==> config.mk <==
export PLATFORM = sky130hd
export DESIGN_NAME = accelbrot_com_ram_reader
export DESIGN_NICKNAME = d
export VERILOG_FILES = /design/src/rtl/accelbrot_com_ram_reader.sv
export SDC_FILE = /design/constraint.sdc
export NUM_CORES = 1
export LEC_CHECK = 0
export CAP_MARGIN = 10
export CELL_PAD_IN_SITES_DETAIL_PLACEMENT = 0
export CELL_PAD_IN_SITES_GLOBAL_PLACEMENT = 1
export CORE_UTILIZATION = 49
export DETAILED_ROUTE_END_ITERATION = 8
export GPL_ROUTABILITY_DRIVEN = 0
export MAX_ROUTING_LAYER = met4
export PLACE_DENSITY = 0.87
export SYNTH_ARGS = -nofsm -noshare
export SYNTH_HDL_FRONTEND = slang
export SYNTH_SLANG_ARGS = --single-unit
==> constraint.sdc <==
create_clock -name clk -period 4.94 [get_ports clk]
set_clock_uncertainty 0.05 [all_clocks]
set_input_delay 0.494 -clock clk [delete_from_list [all_inputs] [get_ports clk]]
set_output_delay 0.494 -clock clk [all_outputs]
set_load 0.005 [all_outputs]
==> src/rtl/accelbrot_com_ram_reader.sv <==
// Streams cmd_len consecutive words (address wraps modulo 2^ADDR_WIDTH) out of a
// two-stage SDP RAM read port into a small credit-protected output FIFO.
module accelbrot_com_ram_reader #(
  parameter int DATA_WIDTH = 32,
  parameter int ADDR_WIDTH = 10,
  parameter int FIFO_DEPTH = 4
) (
  input  logic                  clk,
  input  logic                  rstn,
  input  logic                  cmd_valid,
  output logic                  cmd_ready,
  input  logic [ADDR_WIDTH-1:0] cmd_addr,
  input  logic [ADDR_WIDTH:0]   cmd_len,
  output logic                  ram_rd_en,
  output logic [ADDR_WIDTH-1:0] ram_rd_addr,
  input  logic [DATA_WIDTH-1:0] ram_rd_data,
  output logic                  out_valid,
  input  logic                  out_ready,
  output logic [DATA_WIDTH-1:0] out_data,
  output logic                  out_last,
  output logic                  busy
);

  localparam int PTR_W = $clog2(FIFO_DEPTH);
  localparam int OCC_W = PTR_W + 1;

  localparam logic [1:0] S_IDLE  = 2'd0;
  localparam logic [1:0] S_ISSUE = 2'd1;
  localparam logic [1:0] S_DRAIN = 2'd2;

  logic [1:0]            r_state;
  logic [ADDR_WIDTH-1:0] r_addr;
  logic [ADDR_WIDTH:0]   r_rem;
  logic                  r_v1;
  logic                  r_v2;
  logic                  r_l1;
  logic                  r_l2;

  logic [DATA_WIDTH-1:0] r_fifo_data [FIFO_DEPTH];
  logic                  r_fifo_last [FIFO_DEPTH];
  logic [PTR_W-1:0]      r_wptr;
  logic [PTR_W-1:0]      r_rptr;
  logic [OCC_W-1:0]      r_occ;

  logic [OCC_W:0]        w_fill;
  logic                  w_credit;
  logic                  w_issue;
  logic                  w_adv;
  logic                  w_push;
  logic                  w_pop;
  logic                  w_rem_one;

  // Every word already requested (still in a RAM stage) must have a FIFO slot
  // reserved, so the FIFO can never overflow regardless of out_ready.
  assign w_fill    = (OCC_W+1)'(r_occ) + (OCC_W+1)'(r_v1) + (OCC_W+1)'(r_v2);
  assign w_credit  = (w_fill <= (OCC_W+1)'(FIFO_DEPTH - 1));
  assign w_issue   = (r_state == S_ISSUE);
  assign w_adv     = w_credit && (w_issue || ((r_state == S_DRAIN) && (r_v1 || r_v2)));
  assign w_push    = w_adv && r_v2;
  assign w_pop     = out_valid && out_ready;
  assign w_rem_one = (r_rem == (ADDR_WIDTH+1)'(1));

  assign cmd_ready   = (r_state == S_IDLE);
  assign busy        = (r_state != S_IDLE);
  assign ram_rd_en   = w_adv;
  assign ram_rd_addr = r_addr;
  assign out_valid   = (r_occ != OCC_W'(0));
  assign out_data    = r_fifo_data[r_rptr];
  assign out_last    = r_fifo_last[r_rptr] && out_valid;

  // Command FSM, address counter and remaining-word count.
  always_ff @(posedge clk or negedge rstn) begin
    if (!rstn) begin
      r_state <= S_IDLE;
      r_addr  <= '0;
      r_rem   <= '0;
    end else begin
      case (r_state)
        S_IDLE: begin
          if (cmd_valid && (cmd_len != (ADDR_WIDTH+1)'(0))) begin
            r_addr  <= cmd_addr;
            r_rem   <= cmd_len;
            r_state <= S_ISSUE;
          end
        end
        S_ISSUE: begin
          if (w_adv) begin
            r_addr <= r_addr + ADDR_WIDTH'(1);
            r_rem  <= r_rem - (ADDR_WIDTH+1)'(1);
            if (w_rem_one) begin
              r_state <= S_DRAIN;
            end
          end
        end
        S_DRAIN: begin
          if (w_pop && out_last) begin
            r_state <= S_IDLE;
          end
        end
        default: r_state <= S_IDLE;
      endcase
    end
  end

  // Valid/last flags shadowing the two RAM read stages; they shift with ram_rd_en.
  always_ff @(posedge clk or negedge rstn) begin
    if (!rstn) begin
      r_v1 <= 1'b0;
      r_v2 <= 1'b0;
      r_l1 <= 1'b0;
      r_l2 <= 1'b0;
    end else if (w_adv) begin
      r_v1 <= w_issue;
      r_l1 <= w_issue && w_rem_one;
      r_v2 <= r_v1;
      r_l2 <= r_l1;
    end
  end

  // Output FIFO; push captures stage-2 data before the stages shift.
  always_ff @(posedge clk or negedge rstn) begin
    if (!rstn) begin
      r_wptr <= '0;
      r_rptr <= '0;
      r_occ  <= '0;
      for (int i = 0; i < FIFO_DEPTH; i++) begin
        r_fifo_data[i] <= '0;
        r_fifo_last[i] <= 1'b0;
      end
    end else begin
      if (w_push) begin
        r_fifo_data[r_wptr] <= ram_rd_data;
        r_fifo_last[r_wptr] <= r_l2;
        r_wptr              <= r_wptr + PTR_W'(1);
      end
      if (w_pop) begin
        r_rptr <= r_rptr + PTR_W'(1);
      end
      case ({w_push, w_pop})
        2'b10:   r_occ <= r_occ + OCC_W'(1);
        2'b01:   r_occ <= r_occ - OCC_W'(1);
        default: r_occ <= r_occ;
      endcase
    end
  end

endmodule

After elaboration in Yosys (flattened, before gate mapping)
Index checks and enable logic that the tools add are counted.
{"block": "totals", "register_bits": 166, "inputBits": 57, "output_inout_bits": 47, "wordCells": 84}
{"block": "op_classes", "addsub": 8, "magnitude_cmp": 4, "n_eq_ne": 9, "mux": 24, "bitwise_logic": 2, "reduce_logical": 19}
{"cell": "128-bit bitwise mux", "n": 1}
{"cell": "32-bit 2-to-1 mux", "n": 3}
{"cell": "32-bit binary-select mux with 2-bit select", "n": 1}
{"cell": "32-bit demux with 2-bit select", "n": 1}
{"cell": "11-bit 2-to-1 mux", "n": 2}
{"cell": "11-bit case mux with 2 select lines", "n": 1}
{"cell": "10-bit 2-to-1 mux", "n": 2}
{"cell": "10-bit case mux with 2 select lines", "n": 1}
{"cell": "11-bit by 1-bit == test with 1-bit output (second input constant)", "n": 1}
{"cell": "11-bit nonzero test", "n": 1}
{"cell": "11-bit by 1-bit subtractor with 11-bit output (second input constant)", "n": 1}
{"cell": "10-bit by 1-bit adder with 10-bit output (second input constant)", "n": 1}
{"cell": "1-bit logical AND", "n": 9}
{"cell": "2-bit 2-to-1 mux", "n": 4}
{"cell": "2-bit by 1-bit inequality test with 1-bit output (second input constant)", "n": 4}
{"cell": "3-bit greater-or-equal comparator (second input constant)", "n": 2}
{"cell": "2-bit NOT with 3-bit output", "n": 2}
{"cell": "2-bit case mux with 3 select lines", "n": 1}
{"cell": "3-bit case mux with 2 select lines", "n": 1}
{"cell": "2-bit nonzero test", "n": 3}
{"cell": "2-bit by 1-bit adder with 2-bit output (second input constant)", "n": 2}
{"cell": "3-bit by 1-bit adder with 4-bit output", "n": 1}
{"cell": "4-bit by 1-bit adder with 4-bit output", "n": 1}
{"cell": "4-bit bitwise mux", "n": 1}
{"cell": "other kinds (14)", "n": 19}

Depth between registers and ports, before layout
Gate-level depths: netlist (run 1).
{"block": "depth", "depth_word": 8, "ltp_mapped": 11, "ltp_nobuf": 10}

Least setup slack after synthesis (run 1)
Ideal clock, no wire load.
{"block": "synth_path", "path_kind": "flip-flop to flip-flop", "start": "reg r_occ[0]", "end": "reg r_occ[2]", "setup_time_ps": 81, "arrival_time_ps": 2192, "required_time_ps": 4809, "slack_ps": 2617, "stages_incl_launch_ff": 12, "n_path_buf": 1, "period_less_slack_ps": 2323, "cell_sequence": "dfrtp_1 > ha_1 > a21oi_2 > o2111a_1 > buf_4 > inv_1 > ha_1 > inv_1 > fa_1 > xor2_1 > nor2_1 > xnor2_1"}
{"block": "synth_via", "elab_chain_len": 7, "elab_cells_between_ends": 13, "cone_classes": "add/sub: 4; order compare: 1; eq/ne: 2; mux: 1; reduce/logical: 5"}
{"item": "start, declared", "line": "43", "text": "logic [OCC_W-1:0] r_occ;"}
{"item": "start signal, assigned", "line": "140", "text": "2'b10: r_occ <= r_occ + OCC_W'(1);"}
{"item": "start signal, assigned", "line": "141", "text": "2'b01: r_occ <= r_occ - OCC_W'(1);"}
{"item": "start signal, assigned", "line": "142", "text": "default: r_occ <= r_occ;"}
{"item": "3-bit by 1-bit adder with 4-bit output", "line": "55", "text": "assign w_fill = (OCC_W+1)'(r_occ) + (OCC_W+1)'(r_v1) + (OCC_W+1)'(r_v2);"}
{"item": "4-bit by 1-bit adder with 4-bit output", "line": "55"}
{"item": "4-bit by 2-bit less-or-equal comparator with 1-bit output", "line": "56", "text": "assign w_credit = (w_fill <= (OCC_W+1)'(FIFO_DEPTH - 1));"}
{"item": "1-bit logical AND", "line": "58", "text": "assign w_adv = w_credit && (w_issue || ((r_state == S_DRAIN) && (r_v1 || r_v2)));"}
{"item": "1-bit logical AND", "line": "59", "text": "assign w_push = w_adv && r_v2;"}
{"item": "2-bit by 1-bit == test with 1-bit output or 2-bit == test (tied branches)", "line": "139", "text": "case ({w_push, w_pop})"}
{"item": "3-bit case mux with 2 select lines or 2-bit nonzero test (tied branches)"}
Parallel ways exist; a longest one is shown, timed or not.
A chain may end at the register's enable or synchronous reset.

Worst setup path in the final report (run 1)
{"block": "layout_path", "start": "reg r_v2", "end": "out ram_rd_en"}
{"block": "layout_via", "elab_chain_len": 4, "elab_cells_between_ends": 6, "cone_classes": "add/sub: 1; order compare: 1; reduce/logical: 4"}
{"item": "start, declared", "line": "35", "text": "logic r_v2;"}
{"item": "start signal, assigned", "line": "115", "text": "r_v2 <= r_v1;"}
{"item": "branches (longest 3 deep; another with 4-bit by 1-bit adder with 4-bit output)"}
{"item": "1-bit logical AND *", "line": "58"}
{"item": "end, declared", "line": "14", "text": "output logic ram_rd_en,"}
Every way passes the cells marked *.

==> results of run 1 <==
## layout by cell type, fill, tap and decap left out, types with 3 or more instances in the layout
cell type / count
mux4_2: 33
dfrtp_1: 164
o31ai_1: 4
a21oi_1: 12
buf_4: 5
nand2_1: 10
o221a_2: 8
nor2_1: 14
nor3_1: 4
clkbuf_16: 17
mux2_2: 15
and2_1: 4
a31oi_1: 4
a211oi_1: 5
clkdlybuf4s50_1: 102
o22ai_1: 3
ha_1: 9
mux2_1: 120
nand2b_1: 3
nand3_1: 9
xnor2_1: 4
inv_1: 10
o211ai_1: 7
o2111a_1: 3
xor2_1: 3
bufinv_16: 3
clkbuf_8: 5
nand2_4: 4
o21ai_0: 12
mux2i_1: 3
clkbuf_1: 3
## worst max-delay path, delay by kind of cell (launching register included)
kind	cells	cell delay, ps
flops	1	420
fa+ha+maj	1	360
buf+inv	2	660
compound gates	3	920
## flip-flops by register name (all words and copies together) (netlist names)
signal and flops:
r_l2 1, r_v1 1, r_rem 11, r_fifo_data 128
r_wptr 2, r_rptr 2, r_state 2, r_fifo_last 4
r_occ 3, r_l1 1, r_v2 1, ram_rd_addr 10
## layout make-up
type                    instances  area [µm²]
multi-input cells             335        3500
well taps                     216         270
clock buffers                  25         505
inverters                      12        45.0
flip-flops and latches        166        4160
clock inverters                 7         116
repair buffers                108        1070
fillers                      1220        6160
## metal layers
layer	global-route usage [%]	share of wire (%)	wire length (µm)
met5	-	0	0
met4	7.82	1.1	188
met3	5.28	4.9	840
met2	36.2	49	8470
met1	30.0	45	7660
## synthesized netlist by cell type, drive strengths merged, types with 5 or more instances
library cell / number / share of area [%]
a211oi: 6 / 0.63
a21oi: 13 / 0.87
buf: 22 / 2.4
clkbuf: 13 / 0.63
dfrtp: 166 / 52
ha: 9 / 1.4
inv: 11 / 0.52
mux2: 135 / 19
mux4: 33 / 9.4
nand2: 15 / 1.1
nand3: 9 / 0.57
nor2: 15 / 0.74
o211ai: 7 / 0.66
o21ai: 12 / 0.76
o221a: 8 / 1.1
o31ai: 5 / 0.65
## power groups by stage
| stage | Combinational [mW] | Clock (mW) | Sequential (mW) |
|---|---|---|---|
| 2_1_floorplan | 1.89 | 0 | 2.25 |
| 3_3_place_gp | 2.65 | 0 | 2.49 |
| 3_5_place_dp | 2.72 | 0 | 2.54 |
| 4_1_cts | 2.74 | 1.41 | 2.53 |
| 5_1_grt | 2.94 | 1.47 | 2.62 |
| 6_report | 2.70 | 1.38 | 2.52 |
## final timing paths
kind / startpoint / end / slack, ps / depth (start not counted)
max in group asynchronous: rstn / r_fifo_data[81]$_DFFE_PN0P_ / 3380 / 2
worst max register to register: r_v2$_DFFE_PN0N_ / r_occ[2]$_DFFE_PN0P_ / 2110 / 10
worst min register to register: r_fifo_data[57]$_DFFE_PN0P_ / r_fifo_data[57]$_DFFE_PN0P_ / 430 / 1
worst min-delay path: rstn / r_fifo_data[111]$_DFFE_PN0P_ / 160 / 1
worst max-delay path: r_v2$_DFFE_PN0N_ / ram_rd_en / 1610 / 6
min in group clk: r_fifo_data[57]$_DFFE_PN0P_ / r_fifo_data[57]$_DFFE_PN0P_ / 430 / 1
## logic make-up (layout without fill, tap and decap cells)
family                     Yosys count  after routing  synth area share, %
AOI/OAI and AO/OA                   79             79                 7.86
xor gates and xnor gates             7              7                0.772
adders and majority gates           10             10                 1.67
buffers and inverters               47            152                 3.59
DFF                                166            166                 52.3
muxes                              171            171                 28.9
and+or+nand+nor                     68             68                 4.93
==> results.toml, run 1 <==
[outcome]
outcome = "finished, final reports clean"

[floorplan]
die_area_um2 = 16700
core_um2 = 15800
die_w_um = 129
io-pin-count = 104
core.rowCount = 46
die_h_um = 129
start_util_pct = 50.2

[logic_synthesis]
syn_area_um2 = 7940
synthArstFlopShare_pct = 100
synth.avg_cell_area_um2 = 14.5
synth_cell_types = 65
ys_ff_latch = 166
synth_edf_count = 0
yosysSeqAreaShare_pct = 52.3
syn_nets = 615
ys.flop_type = "dfrtp_1"
ys_warn_count = 0
syn_inst = 548

[global_routing]
overflow = 0
grt.total_usage_pct = 23.2
antenna_found_initial = 0
grt_first_pass_wirelength_um = 28200
first_global_vias = 5397
grt_max_degree = 116

[clock_tree]
cts.reportedPaths.clkPinSlew_ps = 60
cts.sinks = 166
worst_skew_pair.late_latency_ps = 420
postCtsHoldBufs = 0
cts_tree = "built"
cts_setup_buffers = 0
cts_buffers = 17
ctsResizeCount = 0
clock_tree.root_cell = "clkbuf_16"
htree_num_levels = 4
cts.path.max_buffers = 2

[detailed_routing]
drc = 0
drt_iter0_drc = 319
viasPerCell = 5.84
dr.pass1.iters = 5
wirelength_um = 17200
num_vias = 5076
avgRoutedWirePerCell_um = 19.7
ant_nets = 0

[pwr]
seq_power_share_pct = 38.1
power.density_nw_per_um2 = 683
p_sw_share_pct = 31.6
p_int_mw = 4.51
p_sw_mw = 2.09
p_leak_nw = 3.96
p_clk_share_pct = 21.0
combinationalPowerShare_pct = 40.9
ir_drop_mv = 0.362
power_mw = 6.60

[setup_path]
cp-start-kind = "flop"
worstPathRequired_ps = 4400
cp-end-kind = "output pin"
critPathSlowestCell = "clkdlybuf4s50_1"
worstPathCellList = "ha_1, a21o_1, a21oi_1, o21ai_0, inv_1, clkdlybuf4s50_1"
cp_data_arrival_time_ps = 2780
max_stage_delay_ps = 510
critPathKind = "reg -> out"
cp_max_fo = 6

[cells_and_area]
drive_gt1_share_pct = 16.4
diodes = 0
finalNetCount = 707
syn2layout_area_growth_pct = 21.7
post-route-cell-area_um2 = 9670
final_core_util_pct = 61.1
finalNonFillerCells = 869

[place]
pre_cts_ws_ps = 1980
dp_hpwl_um = 11000
place_area_um2 = 9040
port_buffers = 103
dp_cells = 837

[sta]
finalMaxSlewViolations = 0
setup_slack_ps = 1610
setup_viol = 0
period_needed_ps = 3330
fin_setup_tns_ps = 0
fmax_ghz = 0.301
tightestPinTransition_ps = 1060
hold_viol_final = 0
slew_headroom_pct = 29.1
fin_hold_ws_ps = 157
finalCritPeriodShare_pct = 67.3
rsz0062_at_grt = "no"

[run]
drv_cap = 0

[min_path]
hp-class = "in -> async"
No activity file was read; power rests on OpenSTA's default activity.
==> run 2, diff against run 1 <==
--- a/config.mk
+++ b/config.mk
@@ -8,11 +8,11 @@
 export CAP_MARGIN = 10
 export CELL_PAD_IN_SITES_DETAIL_PLACEMENT = 0
 export CELL_PAD_IN_SITES_GLOBAL_PLACEMENT = 1
-export CORE_UTILIZATION = 49
+export CORE_UTILIZATION = 46
 export DETAILED_ROUTE_END_ITERATION = 8
 export GPL_ROUTABILITY_DRIVEN = 0
 export MAX_ROUTING_LAYER = met4
-export PLACE_DENSITY = 0.87
+export PLACE_DENSITY = 0.82
 export SYNTH_ARGS = -nofsm -noshare
 export SYNTH_HDL_FRONTEND = slang
 export SYNTH_SLANG_ARGS = --single-unit
==> constraint.sdc (replaced) <==
create_clock -name clk -period 3.2 [get_ports clk]
set_clock_uncertainty 0.05 [all_clocks]
set_input_delay 0.32 -clock clk [delete_from_list [all_inputs] [get_ports clk]]
set_output_delay 0.32 -clock clk [all_outputs]
set_load 0.005 [all_outputs]
==> run 2 against run 1 <==
Net effect:
- clock-buffer cell count shrank 6
- clock power grew 57%
- flip-flop and latch count is the same
==> results.toml, run 2 (synthesis results as in run 1) <==
[sta]
rsz0062_at_grt = "no"
fmax_ghz = 0.363
finalCritPeriodShare_pct = 86.0
slew_headroom_pct = 42.5
tightestPinTransition_ps = 859
hold_viol_final = 0
setup_viol = 0
setup_slack_ps = 449
finalMaxSlewViolations = 0
period_needed_ps = 2750
fin_setup_tns_ps = 0

[global_routing]
grt_max_degree = 75
grt_first_pass_wirelength_um = 28400
overflow = 0
antenna_found_initial = 0
grt.total_usage_pct = 21.4
first_global_vias = 5462

[clock_tree]
cts.sinks = 166
htree_num_levels = 4
cts_setup_buffers = 0
cts_buffers = 17
cts_tree = "built"
worst_skew_pair.late_latency_ps = 420
clock_tree.root_cell = "clkbuf_16"
cts.reportedPaths.clkPinSlew_ps = 70
ctsResizeCount = 0
cts.path.max_buffers = 2

[cells_and_area]
mostFrequentLayoutCell = "dfrtp_1"
drive_gt1_share_pct = 17.7
layout_common_cells = "dfrtp_1, mux2_1, clkdlybuf4s50_1, mux4_2, clkbuf_16"
syn2layout_area_growth_pct = 23.0
post-route-cell-area_um2 = 9770
finalNetCount = 715
diodes = 0
fillers = 1337
largest_reg_flops = 128
regMostFlops = "r_fifo_data"

[setup_path]
regToRegStartpoint = "r_v2$_DFFE_PN0N_"
cp-start-kind = "flop"
cp_max_fo = 6
cp-startpoint = "r_v2$_DFFE_PN0N_"
cp_data_arrival_time_ps = 2380
cp-endpoint = "ram_rd_en"
cp-end-kind = "output pin"
r2r_setup_slack_ps = 470
rr_worst_depth = 5
critPathKind = "reg -> out"
worstPathRequired_ps = 2830
r2r-end = "r_fifo_data[94]$_DFFE_PN0P_"

[pwr]
p_sw_mw = 3.26
p_leak_nw = 4.02
seq_power_share_pct = 36.5
p_sw_share_pct = 31.7
combinationalPowerShare_pct = 42.5
power.density_nw_per_um2 = 1050
p_clk_share_pct = 21.0
power_mw = 10.3
p_int_mw = 7.04
ir_drop_mv = 0.531

[detailed_routing]
avgRoutedWirePerCell_um = 19.4
drt_iter0_drc = 270
ant_nets = 0
drc = 0
dr.pass1.iters = 5
wirelength_um = 17100
viasPerCell = 5.69
num_vias = 5014

[floorplan]
die_h_um = 133
start_util_pct = 47.6
core.rowCount = 47
die_w_um = 133
io-pin-count = 104
core_um2 = 16700
die_area_um2 = 17800

[place]
place_area_um2 = 9130
port_buffers = 103
dp_hpwl_um = 11300
pre_cts_ws_ps = 488

[min_path]
hp-class = "in -> reg"

[outcome]
outcome = "finished, final reports clean"

[run]
drv_cap = 0
## run 2: cell count changes in the layout (fill, tap and decap cells not counted), sizes merged
| cell | delta |
|---|---|
| buf | +7 |
| bufinv | +1 |
| clkbuf | -6 |
| clkinv | +5 |
| dlygate4sd3 | +1 |
## run 2: worst max-delay path, cell delays in order, from the launching register on
cell	delay (ps)
dfrtp_1	410
ha_1	340
a21o_1	270
a21oi_1	210
o21ai_0	130
inv_1	100
clkdlybuf4s50_1	500
## run 2: per-stage QoR
stage | std cells | utilization [%] | hold WS, ps
6_report | 881 | 58.5 | 403
3_5_place_dp | 848 | 54.7 | 341
5_1_grt | 881 | 58.5 | 402
3_3_place_gp | 848 | 54.7 | 314
4_1_cts | 881 | 58.5 | 390
2_1_floorplan | 548 | - | -25.6
## run 2: repair_timing
action                                  in CTS  in global routing
endpoints found under the setup margin       0                  0
endpoints found under the hold margin       72                  0
hold buffers                                 1                  0
## run 2: power by group through the flow
| stage | Clock, mW | Sequential, mW | Combinational (mW) |
|---|---|---|---|
| 5_1_grt | 2.28 | 3.89 | 4.77 |
| 2_1_floorplan | 0 | 3.48 | 2.92 |
| 4_1_cts | 2.21 | 3.75 | 4.46 |
| 3_5_place_dp | 0 | 3.78 | 4.44 |
| 6_report | 2.16 | 3.76 | 4.38 |
| 3_3_place_gp | 0 | 3.69 | 4.30 |
## run 2: routing by layer
metal | track usage, % | vias to the layer above | wire (µm)
met3 | 4.76 | 11 | 688
li1 | - | 2266 | -
met5 | - | - | 0
met2 | 35.4 | 127 | 8740
met4 | 5.62 | 0 | 143
met1 | 26.6 | 2610 | 7540
## run 2: layout make-up
cell class	count	area, µm²	share of cell area (%)
Clock buffer	19	453	4.64
Clock inverter	13	179	1.83
Inverter	12	45.0	0.461
Multi-Input combinational cell	335	3500	35.9
Sequential cell	166	4160	42.5
Tap cell	220	275	2.82
Timing Repair Buffer	116	1160	11.8
## run 2: worst min path at each step
stage / startpoint / endpoint / slack [ps] / cells past startpoint
2_1_floorplan: rstn / r_fifo_data[0]$_DFFE_PN0P_ / -30 / 0
4_1_cts: cmd_addr[3] / ram_rd_addr[3]$_DFFE_PN0P_ / 390 / 3
3_5_place_dp: rstn / r_fifo_data[51]$_DFFE_PN0P_ / 340 / 1
5_1_grt: cmd_addr[3] / ram_rd_addr[3]$_DFFE_PN0P_ / 400 / 3
6_report: cmd_addr[3] / ram_rd_addr[3]$_DFFE_PN0P_ / 400 / 3
3_3_place_gp: rstn / r_fifo_data[112]$_DFFE_PN0P_ / 310 / 1
